File: config.mk
export PLATFORM = sky130hd
export DESIGN_NAME = tx_step_sequencer
export DESIGN_NICKNAME = d
export VERILOG_FILES = /design/src/rtl/tx_step_sequencer.sv
export SDC_FILE = /design/constraint.sdc
export NUM_CORES = 1
export LEC_CHECK = 0
export ABC_AREA = 1
export BUFFER_PORTS_ARGS = -buffer_cell sky130_fd_sc_hd__buf_2
export CAP_MARGIN = 10
export CORE_MARGIN = 2
export CORE_UTILIZATION = 30
export DETAILED_ROUTE_END_ITERATION = 8
export PLACE_DENSITY = 0.52
export SETUP_SLACK_MARGIN = 0.4
export SLEW_MARGIN = 20
export SYNTH_ARGS = -nofsm -noshare
export SYNTH_HDL_FRONTEND = slang
export SYNTH_SLANG_ARGS = --single-unit
File: constraint.sdc
create_clock -name clk -period 2.56 [get_ports clk]
set_input_delay 0.512 -clock clk [delete_from_list [all_inputs] [get_ports clk]]
set_output_delay 0.512 -clock clk [all_outputs]
set_load 0.005 [all_outputs]
File: src/rtl/tx_step_sequencer.sv
// Step-driven sequencer for the bit-serial transmitter datapath.
// Walks a stored message start bit, data bits LSB first, stop bit, done.
module tx_step_sequencer #(
    parameter int unsigned           N_EL = 4,
    parameter logic [4*N_EL-1:0]     MSG  = 16'hC5A3
) (
    input  logic       clk,
    input  logic       rst_n,
    input  logic       click,
    input  logic       auto_en,
    input  logic       tick,
    output logic [3:0] NOM,
    output logic [1:0] BIT,
    output logic [3:0] EL,
    output logic       TX,
    output logic       busy,
    output logic       done
);

    typedef enum logic [2:0] {
        S_IDLE  = 3'd0,
        S_START = 3'd1,
        S_DATA  = 3'd2,
        S_STOP  = 3'd3,
        S_DONE  = 3'd4
    } state_e;

    localparam logic [3:0] LAST = 4'(N_EL - 1);

    function automatic logic [3:0] elem(input logic [3:0] idx);
        logic [4*N_EL-1:0] s;
        s = MSG >> {idx, 2'b00};
        return s[3:0];
    endfunction

    state_e     state_q, state_d;
    logic [3:0] nom_q, nom_d;
    logic [1:0] bit_q, bit_d;
    logic [3:0] el_q, el_d;
    logic       tx_q, tx_d;
    logic       busy_q, busy_d;
    logic       done_q, done_d;
    logic       click_q;

    logic       step;
    logic [3:0] nom_inc;
    logic [1:0] bit_inc;
    logic [3:0] el_first;
    logic [3:0] el_next;

    // click_q tracks the button even in auto mode so toggling auto_en
    // can never fabricate a rising edge.
    assign step     = auto_en ? tick : (click & ~click_q);
    assign nom_inc  = nom_q + 4'd1;
    assign bit_inc  = bit_q + 2'd1;
    assign el_first = elem(4'd0);
    assign el_next  = elem(nom_inc);

    always_comb begin
        state_d = state_q;
        nom_d   = nom_q;
        bit_d   = bit_q;
        el_d    = el_q;
        tx_d    = tx_q;
        busy_d  = busy_q;
        done_d  = done_q;
        case (state_q)
            S_IDLE: begin
                if (step) begin
                    state_d = S_START;
                    nom_d   = 4'd0;
                    bit_d   = 2'd0;
                    el_d    = el_first;
                    tx_d    = 1'b0;
                    busy_d  = 1'b1;
                    done_d  = 1'b0;
                end
            end
            S_START: begin
                if (step) begin
                    state_d = S_DATA;
                    nom_d   = 4'd0;
                    bit_d   = 2'd0;
                    el_d    = el_first;
                    tx_d    = el_first[0];
                end
            end
            S_DATA: begin
                if (step) begin
                    if (bit_q != 2'd3) begin
                        bit_d = bit_inc;
                        tx_d  = el_q[bit_inc];
                    end else if (nom_q >= LAST) begin
                        state_d = S_STOP;
                        tx_d    = 1'b1;
                    end else begin
                        nom_d = nom_inc;
                        bit_d = 2'd0;
                        el_d  = el_next;
                        tx_d  = el_next[0];
                    end
                end
            end
            S_STOP: begin
                if (step) begin
                    state_d = S_DONE;
                    nom_d   = LAST;
                    bit_d   = 2'd3;
                    tx_d    = 1'b1;
                    busy_d  = 1'b0;
                    done_d  = 1'b1;
                end
            end
            S_DONE: begin
                if (step) begin
                    state_d = S_IDLE;
                    nom_d   = 4'd0;
                    bit_d   = 2'd0;
                    el_d    = el_first;
                    tx_d    = 1'b1;
                    busy_d  = 1'b0;
                    done_d  = 1'b0;
                end
            end
            default: begin
                state_d = S_IDLE;
                nom_d   = 4'd0;
                bit_d   = 2'd0;
                el_d    = el_first;
                tx_d    = 1'b1;
                busy_d  = 1'b0;
                done_d  = 1'b0;
            end
        endcase
    end

    always_ff @(posedge clk or negedge rst_n) begin
        if (!rst_n) begin
            state_q <= S_IDLE;
            nom_q   <= 4'd0;
            bit_q   <= 2'd0;
            el_q    <= MSG[3:0];
            tx_q    <= 1'b1;
            busy_q  <= 1'b0;
            done_q  <= 1'b0;
            click_q <= 1'b0;
        end else begin
            state_q <= state_d;
            nom_q   <= nom_d;
            bit_q   <= bit_d;
            el_q    <= el_d;
            tx_q    <= tx_d;
            busy_q  <= busy_d;
            done_q  <= done_d;
            click_q <= click;
        end
    end

    assign NOM  = nom_q;
    assign BIT  = bit_q;
    assign EL   = el_q;
    assign TX   = tx_q;
    assign busy = busy_q;
    assign done = done_q;

endmodule

; ---- Word level (Yosys, flattened, before mapping)
; Index checks and enable logic that the tools add are counted.
[totals]
register_bits = 17
out_inout_bits = 13
[classes]
muxes = 35
reduce_logical = 13
bitwise_logic = 4
n_eq_ne = 18
add_sub_neg = 2
magnitude_cmp = 2
shifts = 1
[ops]
columns = operator, n
row1 = 4-bit 2-to-1 mux, 8
row2 = 4-bit case mux with 3 select lines, 2
row3 = 3-bit 2-to-1 mux, 7
row4 = "2-bit inequality test, second input constant", 9
row5 = "16-bit by 6-bit right shift with 4-bit output, first input constant", 1
row6 = 3-bit case mux with 5 select lines, 1
row7 = 2-bit 2-to-1 mux, 5
row8 = 5-bit AND reduction, 2
row9 = 1-bit case mux with 3 select lines, 3
row10 = 3-bit AND reduction, 3
row11 = "2-bit by 1-bit inequality test with 1-bit output, second input constant", 4
row12 = 1-bit 2-to-1 mux, 7
row13 = 7-bit AND reduction, 1
row14 = "3-bit by 2-bit == test with 1-bit output, second input constant", 2
row15 = 2-bit case mux with 3 select lines, 1
row16 = 2-bit OR reduction, 3
row17 = 3-bit OR reduction, 2
row18 = "4-bit by 1-bit adder with 4-bit output, second input constant", 1
row19 = "4-bit by 2-bit greater-or-equal comparator with 1-bit output, second input constant", 1
row20 = 4-bit AND reduction, 1
row21 = "3-bit by 1-bit == test with 1-bit output, second input constant", 1
row22 = "3-bit == test, second input constant", 1
row23 = 3-bit logical NOT, 1
row24 = "2-bit by 3-bit < comparator with 1-bit output, second input constant", 1
row25 = 5 further kinds, 7

; ---- Longest topological paths before layout
[depth]
depth_word = 6
mapped_depth = 9
mapped_depth_nobuf = 9

; ---- Least setup slack after synthesis
; No wires, ideal clock.
[synth_timing]
path_kind = reg-to-reg
from = register nom_q[0] (netlist: NOM[0])
to = register nom_q[0] (netlist: NOM[0])
t_arrival_ns = 1.291
required_time_ns = 2.443
stages_incl_launch_ff = 10
path_slack_ns = 1.152
period_less_slack_ns = 1.408
path_buffers = 0
path_cell_list = dfrtp_1 -> ha_1 -> inv_1 -> nand3_1 -> nor2_1 -> o21ai_2 -> nand2_4 -> nand2_2 -> nand2_1 -> nand2_1
[synth_between]
elab_chain_cells = 5
[synth_rtl]
columns = element, line_no
row1 = from (decl), 37  ; logic [3:0] nom_q, nom_d;
row2 = from (signal assigned), 149  ; nom_q <= nom_d;
row3 = 4-bit by 1-bit adder with 4-bit output, 54  ; assign nom_inc = nom_q + 4'd1;
row4 = 4-bit 2-to-1 mux, 93  ; end else if (nom_q >= LAST) begin
row5 = 4-bit 2-to-1 mux, 90  ; if (bit_q != 2'd3) begin
row6 = 4-bit 2-to-1 mux, 89  ; if (step) begin
row7 = 4-bit case mux with 3 select lines, 67  ; case (state_q)
; Several ways; a longest one is shown, not always the timed one. The select of a mux whose other input is x is not followed.
; A chain may end at the register's enable or synchronous reset.

; ---- Worst setup path in the final report
; Ends and elaborated chain as after synthesis.

==> flow_summary.ini <==
[setup_path]
cp.arrival_ns = 1.73
rrSetupSlack_ns = 1.01
cp-endpoint = NOM[0]$_DFFE_PN0P_
worstPathCellList = ha_1, inv_1, nand3_1, nor2_1, o21ai_2, nand2_4, nand2_2, nand2_1, nand2_1
critPathTopFamily = simple AND/OR/NAND/NOR gates
r2r_cells = 9
critPathKind = flop to flop
cp_max_fo = 10
worst-path-buf-inv = 1
cp-start-kind = flop
crit_top_cell = nand2_1
cp_slowest_stage_delay_ns = 0.45
r2r-start = NOM[0]$_DFFE_PN0P_
cp.depth = 9
worstSetupEndpointType = flop
crit_path_start = NOM[0]$_DFFE_PN0P_
cp.required_ns = 2.74
crit_path_top_delay_cell = dfrtp_1
reg2reg_to = NOM[0]$_DFFE_PN0P_

[grt]
grt_util_all_layers_pct = 13.6
antenna_found_initial = 0
grt_pass1_wl_mm = 3.66
grt_max_degree = 18
overflow = 0
grt_pass1_vias = 844

[floorplan]
die_w_microns = 60.1
rows = 20
pin_count = 18
dieArea_sq_um = 3610
coreArea_sq_um = 3030
start_util_pct = 31.2
die_y_microns = 60.1

[sta]
finalCritPeriodShare_pct = 60.6
fin_skew_ns = 0.00619
worst_pin_slew_ns = 0.388
min_period_ns = 1.55
fmax_ghz = 0.645
hold_violations = 0
setup_tns_ns = 0
relSlewSlack_pct = 74.2
slew_violations = 0
hold_ws_ns = 0.125
rsz0062_at_grt = false
finalSetupViolations = 0

[clock_tree]
cts-hold-fix-buffers = 0
cts_buffers = 3
clock_sinks = 17
cts_setup_buffers = 0
cts_resized = 0
path_clk_slew_ns = 0.11
clkLatencyLatePin_ns = 0.29
cts_max_level = 1
clock_path_buffers = 2
cts-root-buf = clkbuf_4
cts_tree = yes

[cells_and_area]
final_core_util_pct = 36.7
antenna_cells = 0
design_area_sq_um = 1110
fillers = 332
area.growth.synth_to_final_pct = 17.6
final_cell_mix = 40 x nand2_1, 17 x buf_2, 15 x nand3_1
nets = 156
final_common_cell = nand2_1
drive_gt1_share_pct = 25.7

[power]
switching_share_pct = 45.3
switchingPower_mw = 0.544
ir_drop_uv = 395
pwr-share-comb_pct = 48.1
p_int_mw = 0.657
p_clk_share_pct = 12.2
powerDensity_nw_per_um2 = 1080
leakage_nw = 0.600
p_seq_share_pct = 39.6
power_mw = 1.20

[route]
drc_errors = 0
wl_per_cell_microns = 11.1
drt_first_pass_iters = 4
postRouteWirelength_mm = 2.13
ant_nets = 0
first_iter_violations = 24
via_per_inst = 4.64
vias = 890

[synthesis]
ys_seq_elements = 17
syn_inst = 127
syn_area_per_cell_sq_um = 7.43
synth.area.top_cells = dfrtp_1 37%, nand2_1 16%, dfstp_2 8.4%, nand3_1 8.0%, inv_1 4.4%
yosysSeqAreaShare_pct = 45.5
synthesis.area_sq_um = 943
synth_cell_types = 20
synth.top_cell.area_share_pct = 37.1
synthesis.nets = 134
synth_largest_area_cell = dfrtp_1
synth_warnings = 0

[worst_hold_path]
hold_path.class = input port to asynchronous set/reset pin

[placement]
dp_hpwl_mm = 1.67
routabilityCongestion = 0.715
placed_cell_area_sq_um = 1080
io_buffers = 17

[run_status]
outcome = finished, final reports clean

[run]
maxCapViolations = 0
==> area by class of cell <==
type	instances	area [sq um]	share of cell area [%]
inverter	17	63.8	5.75
clock buffer	4	26.3	2.37
multi-input combinational	93	450	40.6
sequential	17	429	38.7
timing repair buffer	17	85.1	7.67
tap	44	55.1	4.96
==> registers in the layout, indices dropped and copies added, names as in the netlist <==
| signal | count |
|---|---|
| NOM | 4 |
| BIT | 2 |
| click_q | 1 |
| TX | 1 |
| busy | 1 |
| EL | 4 |
| done | 1 |
| state_q | 3 |
==> cells in the mapped netlist (all sizes together) <==
master  count
o31ai       1
nor3        1
nand3      15
nor2       11
dfrtp      14
nand4       1
a21oi       8
ha          2
o21ai       6
inv        17
or2         1
dfstp       3
a21boi      1
nand2      46
==> worst min path at each step <==
stage | start | endpoint | slack (ns)
detailed placement | rst_n | BIT[0]$_DFFE_PN0P_ | 0.47
global placement | rst_n | BIT[0]$_DFFE_PN0P_ | 0.46
CTS | rst_n | BIT[0]$_DFFE_PN0P_ | 0.14
global route | rst_n | BIT[0]$_DFFE_PN0P_ | 0.13
finish | rst_n | BIT[0]$_DFFE_PN0P_ | 0.13
floorplan | rst_n | BIT[0]$_DFFE_PN0P_ | 0.22
==> power by group through the flow <==
stage | clock (mW) | combinational, mW | sequential [mW]
CTS | 0.156 | 0.583 | 0.475
floorplan | 0 | 0.412 | 0.468
detailed placement | 0 | 0.579 | 0.481
global route | 0.172 | 0.673 | 0.490
global placement | 0 | 0.573 | 0.477
finish | 0.147 | 0.578 | 0.476
==> per-layer routing <==
layer	up-vias	GRT usage, %	part of all wire [%]
met2	18	21.0	46
met4	0	5.71	0.80
met3	2	2.60	4.3
met5	-	0	0
met1	419	18.6	48
li1	451	-	-
==> kinds of logic (layout without fill, tap and decap cells) <==
kind of cell,Yosys count,count (layout),share of synthesized area [%]
AND/OR/NAND/NOR,75,75,35.7
buffers and inverters,17,38,6.76
adder cells (fa/ha/maj),2,2,2.65
AO/OA/AOI/OAI,16,16,9.42
flip-flops,17,17,45.5
==> stage by stage <==
step           setup WS [ns]  instances
2_1_floorplan           1.15        127
3_3_place_gp            1.05        188
3_5_place_dp            1.02        188
4_1_cts                 1.00        192
5_1_grt                0.830        192
6_report                1.01        192
Note: power is estimated with default switching activity, not from simulation.
